===== config.mk =====
export PLATFORM = sky130hd
export DESIGN_NAME = multicycle_adder_flat
export DESIGN_NICKNAME = d
export VERILOG_FILES = /design/src/rtl/multicycle_adder_if.sv /design/src/rtl/multicycle_adder.sv /design/src/flat_wrapper.sv
export SDC_FILE = /design/constraint.sdc
export NUM_CORES = 1
export LEC_CHECK = 0
export CAP_MARGIN = 20
export CORE_MARGIN = 2
export CORE_UTILIZATION = 58
export CTS_BUF_LIST = sky130_fd_sc_hd__clkbuf_8
export DETAILED_ROUTE_END_ITERATION = 10
export PLACE_DENSITY = 0.87
export SYNTH_ARGS = -nofsm -noshare
export SYNTH_HDL_FRONTEND = slang
export SYNTH_SLANG_ARGS = --single-unit

===== constraint.sdc =====
create_clock -name clk -period 7.7 [get_ports clk]
set_input_delay 1.54 -clock clk [delete_from_list [all_inputs] [get_ports clk]]
set_output_delay 1.54 -clock clk [all_outputs]
set_load 0.05 [all_outputs]

===== src/rtl/multicycle_adder_if.sv =====
// Handshake bundle for multicycle_adder: operand side (in_*) and result side (out_*).
interface multicycle_adder_if #(
    parameter int unsigned WIDTH = 16
);
    logic             in_valid;
    logic             in_ready;
    logic [WIDTH-1:0] a;
    logic [WIDTH-1:0] b;
    logic             sub;
    logic             cin;
    logic             out_valid;
    logic             out_ready;
    logic [WIDTH-1:0] sum;
    logic             cout;
    logic             overflow;

    modport master (
        output in_valid, a, b, sub, cin, out_ready,
        input  in_ready, out_valid, sum, cout, overflow
    );

    modport slave (
        input  in_valid, a, b, sub, cin, out_ready,
        output in_ready, out_valid, sum, cout, overflow
    );
endinterface


===== src/rtl/multicycle_adder.sv =====
// Sequential adder/subtractor: WIDTH-bit result built CHUNK bits per cycle, LSB chunk first,
// with the carry held in a register between chunks.
module multicycle_adder #(
    parameter int unsigned WIDTH = 16,
    parameter int unsigned CHUNK = 4
) (
    input logic               clk,
    input logic               rst,
    multicycle_adder_if.slave bus
);
    localparam int unsigned N  = (CHUNK == 0) ? 1 : WIDTH / CHUNK;
    localparam int unsigned IW = (N > 1) ? $clog2(N) : 1;

    generate
        if ((WIDTH < 2) || (CHUNK < 1) || (CHUNK > WIDTH) || ((WIDTH % CHUNK) != 0)) begin : g_bad_params
            $error("multicycle_adder: WIDTH must be >= 2 and an integer multiple of CHUNK");
        end
    endgenerate

    typedef enum logic [1:0] {
        IDLE = 2'd0,
        CALC = 2'd1,
        DONE = 2'd2
    } state_t;

    state_t           state;
    logic [IW-1:0]    cnt;
    logic [WIDTH-1:0] opa;
    logic [WIDTH-1:0] opb;
    logic [WIDTH-1:0] acc;
    logic             carry;
    logic [WIDTH-1:0] sum_q;
    logic             cout_q;
    logic             ovf_q;
    logic             out_valid_q;

    logic [31:0]      base;
    logic [CHUNK-1:0] a_chunk;
    logic [CHUNK-1:0] b_chunk;
    logic [CHUNK-1:0] s_chunk;
    logic             c_chunk;
    logic [WIDTH-1:0] acc_final;
    logic             ovf_final;
    logic             last;

    // One chunk of the ripple: select chunk cnt, add with the registered carry, merge into acc.
    always_comb begin
        base       = 32'(cnt) * CHUNK;
        a_chunk    = CHUNK'(opa >> base);
        b_chunk    = CHUNK'(opb >> base);
        {c_chunk, s_chunk} = {1'b0, a_chunk} + {1'b0, b_chunk} + (CHUNK + 1)'(carry);
        acc_final  = (acc & ~(WIDTH'({CHUNK{1'b1}}) << base)) | (WIDTH'(s_chunk) << base);
        // opb is already inverted for subtract, so one rule covers both modes
        ovf_final  = (opa[WIDTH-1] == opb[WIDTH-1]) && (acc_final[WIDTH-1] != opa[WIDTH-1]);
        last       = (cnt == IW'(N - 1));
    end

    always_ff @(posedge clk) begin
        if (rst) begin
            state       <= IDLE;
            cnt         <= '0;
            opa         <= '0;
            opb         <= '0;
            acc         <= '0;
            carry       <= 1'b0;
            sum_q       <= '0;
            cout_q      <= 1'b0;
            ovf_q       <= 1'b0;
            out_valid_q <= 1'b0;
        end else begin
            case (state)
                IDLE: begin
                    if (bus.in_valid) begin
                        opa   <= bus.a;
                        opb   <= bus.sub ? ~bus.b : bus.b;
                        carry <= bus.sub ? ~bus.cin : bus.cin;
                        cnt   <= '0;
                        state <= CALC;
                    end
                end
                CALC: begin
                    acc   <= acc_final;
                    carry <= c_chunk;
                    if (last) begin
                        sum_q       <= acc_final;
                        cout_q      <= c_chunk;
                        ovf_q       <= ovf_final;
                        out_valid_q <= 1'b1;
                        cnt         <= '0;
                        state       <= DONE;
                    end else begin
                        cnt <= cnt + IW'(1);
                    end
                end
                DONE: begin
                    if (bus.out_ready) begin
                        out_valid_q <= 1'b0;
                        state       <= IDLE;
                    end
                end
                default: state <= IDLE;
            endcase
        end
    end

    assign bus.in_ready  = (state == IDLE) && !rst;
    assign bus.out_valid = out_valid_q;
    assign bus.sum       = sum_q;
    assign bus.cout      = cout_q;
    assign bus.overflow  = ovf_q;
endmodule


===== src/flat_wrapper.sv =====
// flat-port wrapper written by rule: the top's interface ports become plain ports
module multicycle_adder_flat 
#(
    parameter int unsigned WIDTH = 16,
    parameter int unsigned CHUNK = 4
)
  (clk, rst, bus_in_valid, bus_a, bus_b, bus_sub, bus_cin, bus_out_ready, bus_in_ready, bus_out_valid, bus_sum, bus_cout, bus_overflow);
  multicycle_adder_if #(.WIDTH(WIDTH)) bus_i ();
  input logic clk;
  input logic rst;
  input wire logic [$bits(bus_i.in_valid)-1:0] bus_in_valid;
  input wire logic [$bits(bus_i.a)-1:0] bus_a;
  input wire logic [$bits(bus_i.b)-1:0] bus_b;
  input wire logic [$bits(bus_i.sub)-1:0] bus_sub;
  input wire logic [$bits(bus_i.cin)-1:0] bus_cin;
  input wire logic [$bits(bus_i.out_ready)-1:0] bus_out_ready;
  output wire logic [$bits(bus_i.in_ready)-1:0] bus_in_ready;
  output wire logic [$bits(bus_i.out_valid)-1:0] bus_out_valid;
  output wire logic [$bits(bus_i.sum)-1:0] bus_sum;
  output wire logic [$bits(bus_i.cout)-1:0] bus_cout;
  output wire logic [$bits(bus_i.overflow)-1:0] bus_overflow;
  assign bus_i.in_valid = bus_in_valid;
  assign bus_i.a = bus_a;
  assign bus_i.b = bus_b;
  assign bus_i.sub = bus_sub;
  assign bus_i.cin = bus_cin;
  assign bus_i.out_ready = bus_out_ready;
  assign bus_in_ready = bus_i.in_ready;
  assign bus_out_valid = bus_i.out_valid;
  assign bus_sum = bus_i.sum;
  assign bus_cout = bus_i.cout;
  assign bus_overflow = bus_i.overflow;
  multicycle_adder #(.WIDTH(WIDTH), .CHUNK(CHUNK)) u_core (.clk(clk), .rst(rst), .bus(bus_i));
endmodule

; Word-level counts from Yosys, hierarchy flattened
; Index checks and enable logic that the tools add are counted.
[totals]
regBits = 72
input_bits = 38
out_inout_bits = 20
word_cells = 55
[op_classes]
addsub = 3
n_eq_ne = 8
shifts = 4
n_mux = 14
bitwise_logic = 5
n_reduce_logical = 11
[ops]
columns = op, n
row1 = $not A16 Y16, 2
row2 = $shr A16 B4 Y4, 2
row3 = $and A16 B16 Y16, 1
row4 = $mux W16, 1
row5 = $or A16 B16 Y16, 1
row6 = $shl A4 B4 Y16, 1
row7 = $shl A4 B4 Y16 const A, 1
row8 = $mux W2, 5
row9 = $pmux W2 S3, 1
row10 = $reduce_and A2 Y1, 3
row11 = $reduce_and A3 Y1, 2
row12 = $add A4 B4 Y5, 1
row13 = $add A5 B1 Y5, 1
row14 = $eq A2 B2 Y1 const B, 2
row15 = $mux W1, 4
row16 = $ne A2 B2 Y1 const B, 2
row17 = $pmux W1 S2, 2
row18 = $pmux W2 S2, 1
row19 = $reduce_bool A2 Y1, 2
row20 = $add A2 B1 Y2 const B, 1
row21 = $eq A2 B1 Y1 const B, 1
row22 = $logic_and A1 B1 Y1, 2
row23 = $logic_not A2 Y1, 1
row24 = $ne A2 B1 Y1 const B, 1
row25 = other kinds (4), 4

; Longest topological paths before layout
[depth]
depth_word = 7
ltp_mapped = 8
depth_no_buf = 7

; Worst setup path after synthesis
; Ideal clock, no wire load.
[synth_timing]
kind = input -> output
from = input port rst
to = output port bus_in_ready
t_arrival_ns = 2.974
t_required_ns = 6.160
path_slack_ns = 3.186
stages = 3
path_buffers = 2
path_cell_list = clkbuf_1 buf_1 nor3_1
[synth_via]
elab_chain_len = 2
[synth_rtl]
columns = item, line
row1 = start: declaration, flat_wrapper.sv:10  ; input logic rst;
row2 = $logic_not A1 Y1, multicycle_adder.sv:106  ; assign bus.in_ready = (state == IDLE) && !rst;
row3 = $logic_and A1 B1 Y1, multicycle_adder.sv:106
row4 = end: declaration, flat_wrapper.sv:17  ; output wire logic [$bits(bus_i.in_ready)-1:0] bus_in_ready;
; Every way passes these cells.

; Worst setup path after layout
; Same ends and word-level chain as after synthesis.

==> Flow_metrics.wiki <==
{| class="wikitable"
! Metric !! Value
|-
| Clock Root Buffer || sky130_fd_sc_hd__clkbuf_8
|-
| Status || complete, no violations
|-
| Number of CTS-inserted buffers || 9
|-
| Ant diodes || 0
|-
| Total routed wirelength || 6600 um
|-
| Routability Congestion || 0.773
|-
| Int Pwr || 584 uW
|-
| RSZ-0062 raised after global routing || false
|-
| Fraction of final layout cells sized beyond drive strength 1 || 0.0787
|-
| Count of mapped cells out of synthesis || 347
|-
| Number of stages on the worst setup path || 4
|-
| Die boundary height || 77.2 um
|-
| Number of antenna violations at the first check in global routing || 0
|-
| Number of different library cells in the post-synthesis netlist || 36
|-
| Sort of element at the start of the critical path || input port
|-
| Total global routing track utilization || 0.240
|-
| Share of the core filled with cells in the final layout || 0.745
|-
| Number of port buffers || 57
|-
| Worst Max-Slew Pin Slew || 1.02 ns
|-
| Clk Latency, worst-skew pair || 0.35 ns
|-
| Lkg Pwr || 1.36 nW
|-
| Count of vias placed by the detailed router || 2,572
|-
| Die Span X || 77.2 um
|-
| 1st-pass router iterations || 4
|-
| Hold buffer count at CTS || 0
|-
| Final-layout fill cell count || 406
|-
| Top Family by Delay on Critical Path || buffers and inverters
|-
| Required time at the endpoint of the critical path || 6.16 ns
|-
| Sequential share of power || 0.487
|-
| Largest net degree at the start of global routing || 70
|-
| P&R area growth vs syn || 23.3%
|-
| Number of warnings printed during yosys synthesis || 0
|-
| Number of H-tree levels || 3
|-
| Min-Delay Path Depth || 2
|-
| Post-CTS setup buffer count || 0
|-
| First-pass GRT wire length || 11,400 um
|-
| Switching component of the power || 207 uW
|-
| Sw Share || 0.262
|-
| Global-route congestion overflow total || 0
|-
| Max cap viols || 0
|-
| Placed wire-length estimate || 4470 um
|-
| Final Power || 792 uW
|-
| Clock tree from TritonCTS || built
|-
| CTS-repair resized insts || 0
|-
| Tightest Hold Check Type || flop to flop
|-
| Pins over their slew limit || 0
|-
| Combinational share of power || 0.164
|-
| Share of the clock period used by the worst path || 0.595
|-
| Cell type of the slowest stage on the worst timing path || sky130_fd_sc_hd__clkdlybuf4s50_1
|-
| Antenna Nets Post-Route || 0
|-
| Count of state elements after synthesis || 68
|-
| Die area || 5960 um^2
|-
| Number of buffers between clock root and the deepest sink || 2
|-
| Ratio of routed vias to standard cells || 5.54
|-
| Sequence of cells on the critical path || buf_2 -> buf_4 -> nor3_1 -> clkdlybuf4s50_1
|-
| Routed wirelength normalized by instance count || 14.2 um
|-
| Core area || 5140 um^2
|-
| Relative max-transition margin || 0.318
|-
| Setup Crit Path Kind || input port to primary output
|-
| Power per standard cell area || 207 nW/um^2
|-
| Time the worst path needs with I/O delays and setup || 4.59 ns
|-
| Number of clock sinks || 68
|-
| Clock power frac || 0.349
|-
| Net count after synthesis || 394
|-
| Count of routing violations after the opening detailed-route iteration || 161
|-
| Number of global-route vias before repair || 2,541
|-
| Setup TNS after final layout || 0 ns
|-
| Peak fanout along the critical path || 69
|-
| Final clock skew || 0.00730 ns
|-
| Buffers and inverters on the worst path || 3
|-
| Worst-path clk slew || 0.07 ns
|-
| Total setup violations reported at the end of the flow || 0
|-
| Total number of placement rows || 26
|-
| Fmax achieved || 218 MHz
|-
| Worst Reg-to-Reg Cells || 6
|-
| Number of hold-slack violations in the final timing report || 0
|-
| Arrival @ worst endpoint || 3.05 ns
|-
| Mean Syn Cell Area || 8.95 um^2
|-
| Initial cell density of the core || 0.604
|-
| Most common cell after layout, fill and taps aside || sky130_fd_sc_hd__dfxtp_1
|-
| Commonest cells after routing, fill and taps aside || 68 x sky130_fd_sc_hd__dfxtp_1, 56 x sky130_fd_sc_hd__clkdlybuf4s50_1, 47 x sky130_fd_sc_hd__nor2_1, 47 x sky130_fd_sc_hd__nand2_1, 37 x sky130_fd_sc_hd__a21oi_1
|-
| Top-Level Pins || 58
|-
| Delay contributed by the slowest stage of the critical path || 0.84 ns
|-
| Nature of the critical path endpoint || primary output
|-
| Highest ir drop seen on vdd || 0.141 mV
|-
| Total number of nets in the final design || 437
|-
| Count of unresolved DRC violations after routing || 0
|-
| Total standard cell area after synthesis || 3110 um^2
|-
| Portion of the post-synthesis area used by sequential elements || 0.438
|}
==> synth_stat cells (all sizes together) <==
library cell / number / share of area
a211oi: 35 / 0.085
a21o: 2 / 0.0052
a21oi: 37 / 0.060
a311oi: 3 / 0.010
a31o: 1 / 0.0028
a31oi: 1 / 0.0020
and2: 1 / 0.0020
and3: 1 / 0.0036
buf: 14 / 0.029
clkbuf: 14 / 0.017
dfxtp: 68 / 0.44
fa: 2 / 0.013
ha: 7 / 0.028
inv: 2 / 0.0024
mux4: 8 / 0.058
nand2: 47 / 0.057
nand2b: 4 / 0.0081
nand3: 8 / 0.013
nand4: 5 / 0.010
nor2: 47 / 0.057
nor2b: 12 / 0.024
nor3: 2 / 0.0032
nor3b: 1 / 0.0040
o21ai: 2 / 0.0044
o21bai: 1 / 0.0024
o221ai: 1 / 0.0028
or3: 1 / 0.0020
or3b: 2 / 0.0056
xnor2: 17 / 0.048
xor2: 1 / 0.0028
==> state kept, by name (all words and copies together), names as in the netlist <==
register and cells:
u_core.bus.overflow 1, u_core.state 2, u_core.opb 16, u_core.acc 12
u_core.bus.sum 16, u_core.carry 1, u_core.bus.cout 1, u_core.cnt 2
u_core.opa 16, u_core.bus.out_valid 1
==> per-stage QoR <==
stage	cells	hold slack [ns]	worst slack [ns]	area [um^2]
floorplan	347	0.433	3.19	3110
global placement	449	0.439	3.15	3650
detailed placement	449	0.446	3.15	3650
CTS	464	0.457	3.14	3830
global route	464	0.477	3.07	3830
finish	464	0.454	3.11	3830
==> cells by family after synthesis <==
kind of cell               synth area share
muxes                                0.0580
DFF                                   0.438
adders and majority gates            0.0411
buffers and inverters                0.0483
and+or+nand+nor                       0.189
xor gates and xnor gates             0.0507
AOI/OAI and AO/OA                     0.174
==> layer usage <==
layer  GRT usage  wire length [um]  vias up
met5           0                 0        -
met4       0.138               202        0
met3      0.0447               263       16
met2       0.408              3440       73
met1       0.284              2690     1193
li1            -                 -     1290
==> tightest hold or removal path, cell delays in order, from the launching register on <==
cell	delay, ns
sky130_fd_sc_hd__dfxtp_1	0.31
sky130_fd_sc_hd__nand2_1	0.05
sky130_fd_sc_hd__a21oi_1	0.05
==> power by group through the flow <==
stage	Combinational, mW	Clock [mW]	Sequential, mW
2_1_floorplan	0.0936	0	0.388
3_3_place_gp	0.124	0	0.392
3_5_place_dp	0.128	0	0.394
4_1_cts	0.130	0.278	0.386
5_1_grt	0.144	0.293	0.388
6_report	0.130	0.276	0.386
==> path summary, 6_finish.rpt <==
check                     start                 end  slack [ns]
max                         rst        bus_in_ready        3.11
min          u_core.bus.sum[12]  u_core.bus.sum[12]        0.45
max reg2reg       u_core.cnt[0]      u_core.acc[10]        4.43
min reg2reg  u_core.bus.sum[12]  u_core.bus.sum[12]        0.45
==> area by class of cell <==
class / instances / area [um^2] / share of cell area
inverter: 2 / 7.51 / 0.00196
clock buffer: 10 / 138 / 0.0359
tap: 70 / 87.6 / 0.0229
timing repair buffer: 60 / 588 / 0.154
sequential: 68 / 1360 / 0.355
multi-input combinational: 249 / 1600 / 0.418
clock inverter: 5 / 46.3 / 0.0121
(Power assumes the default switching activity.)
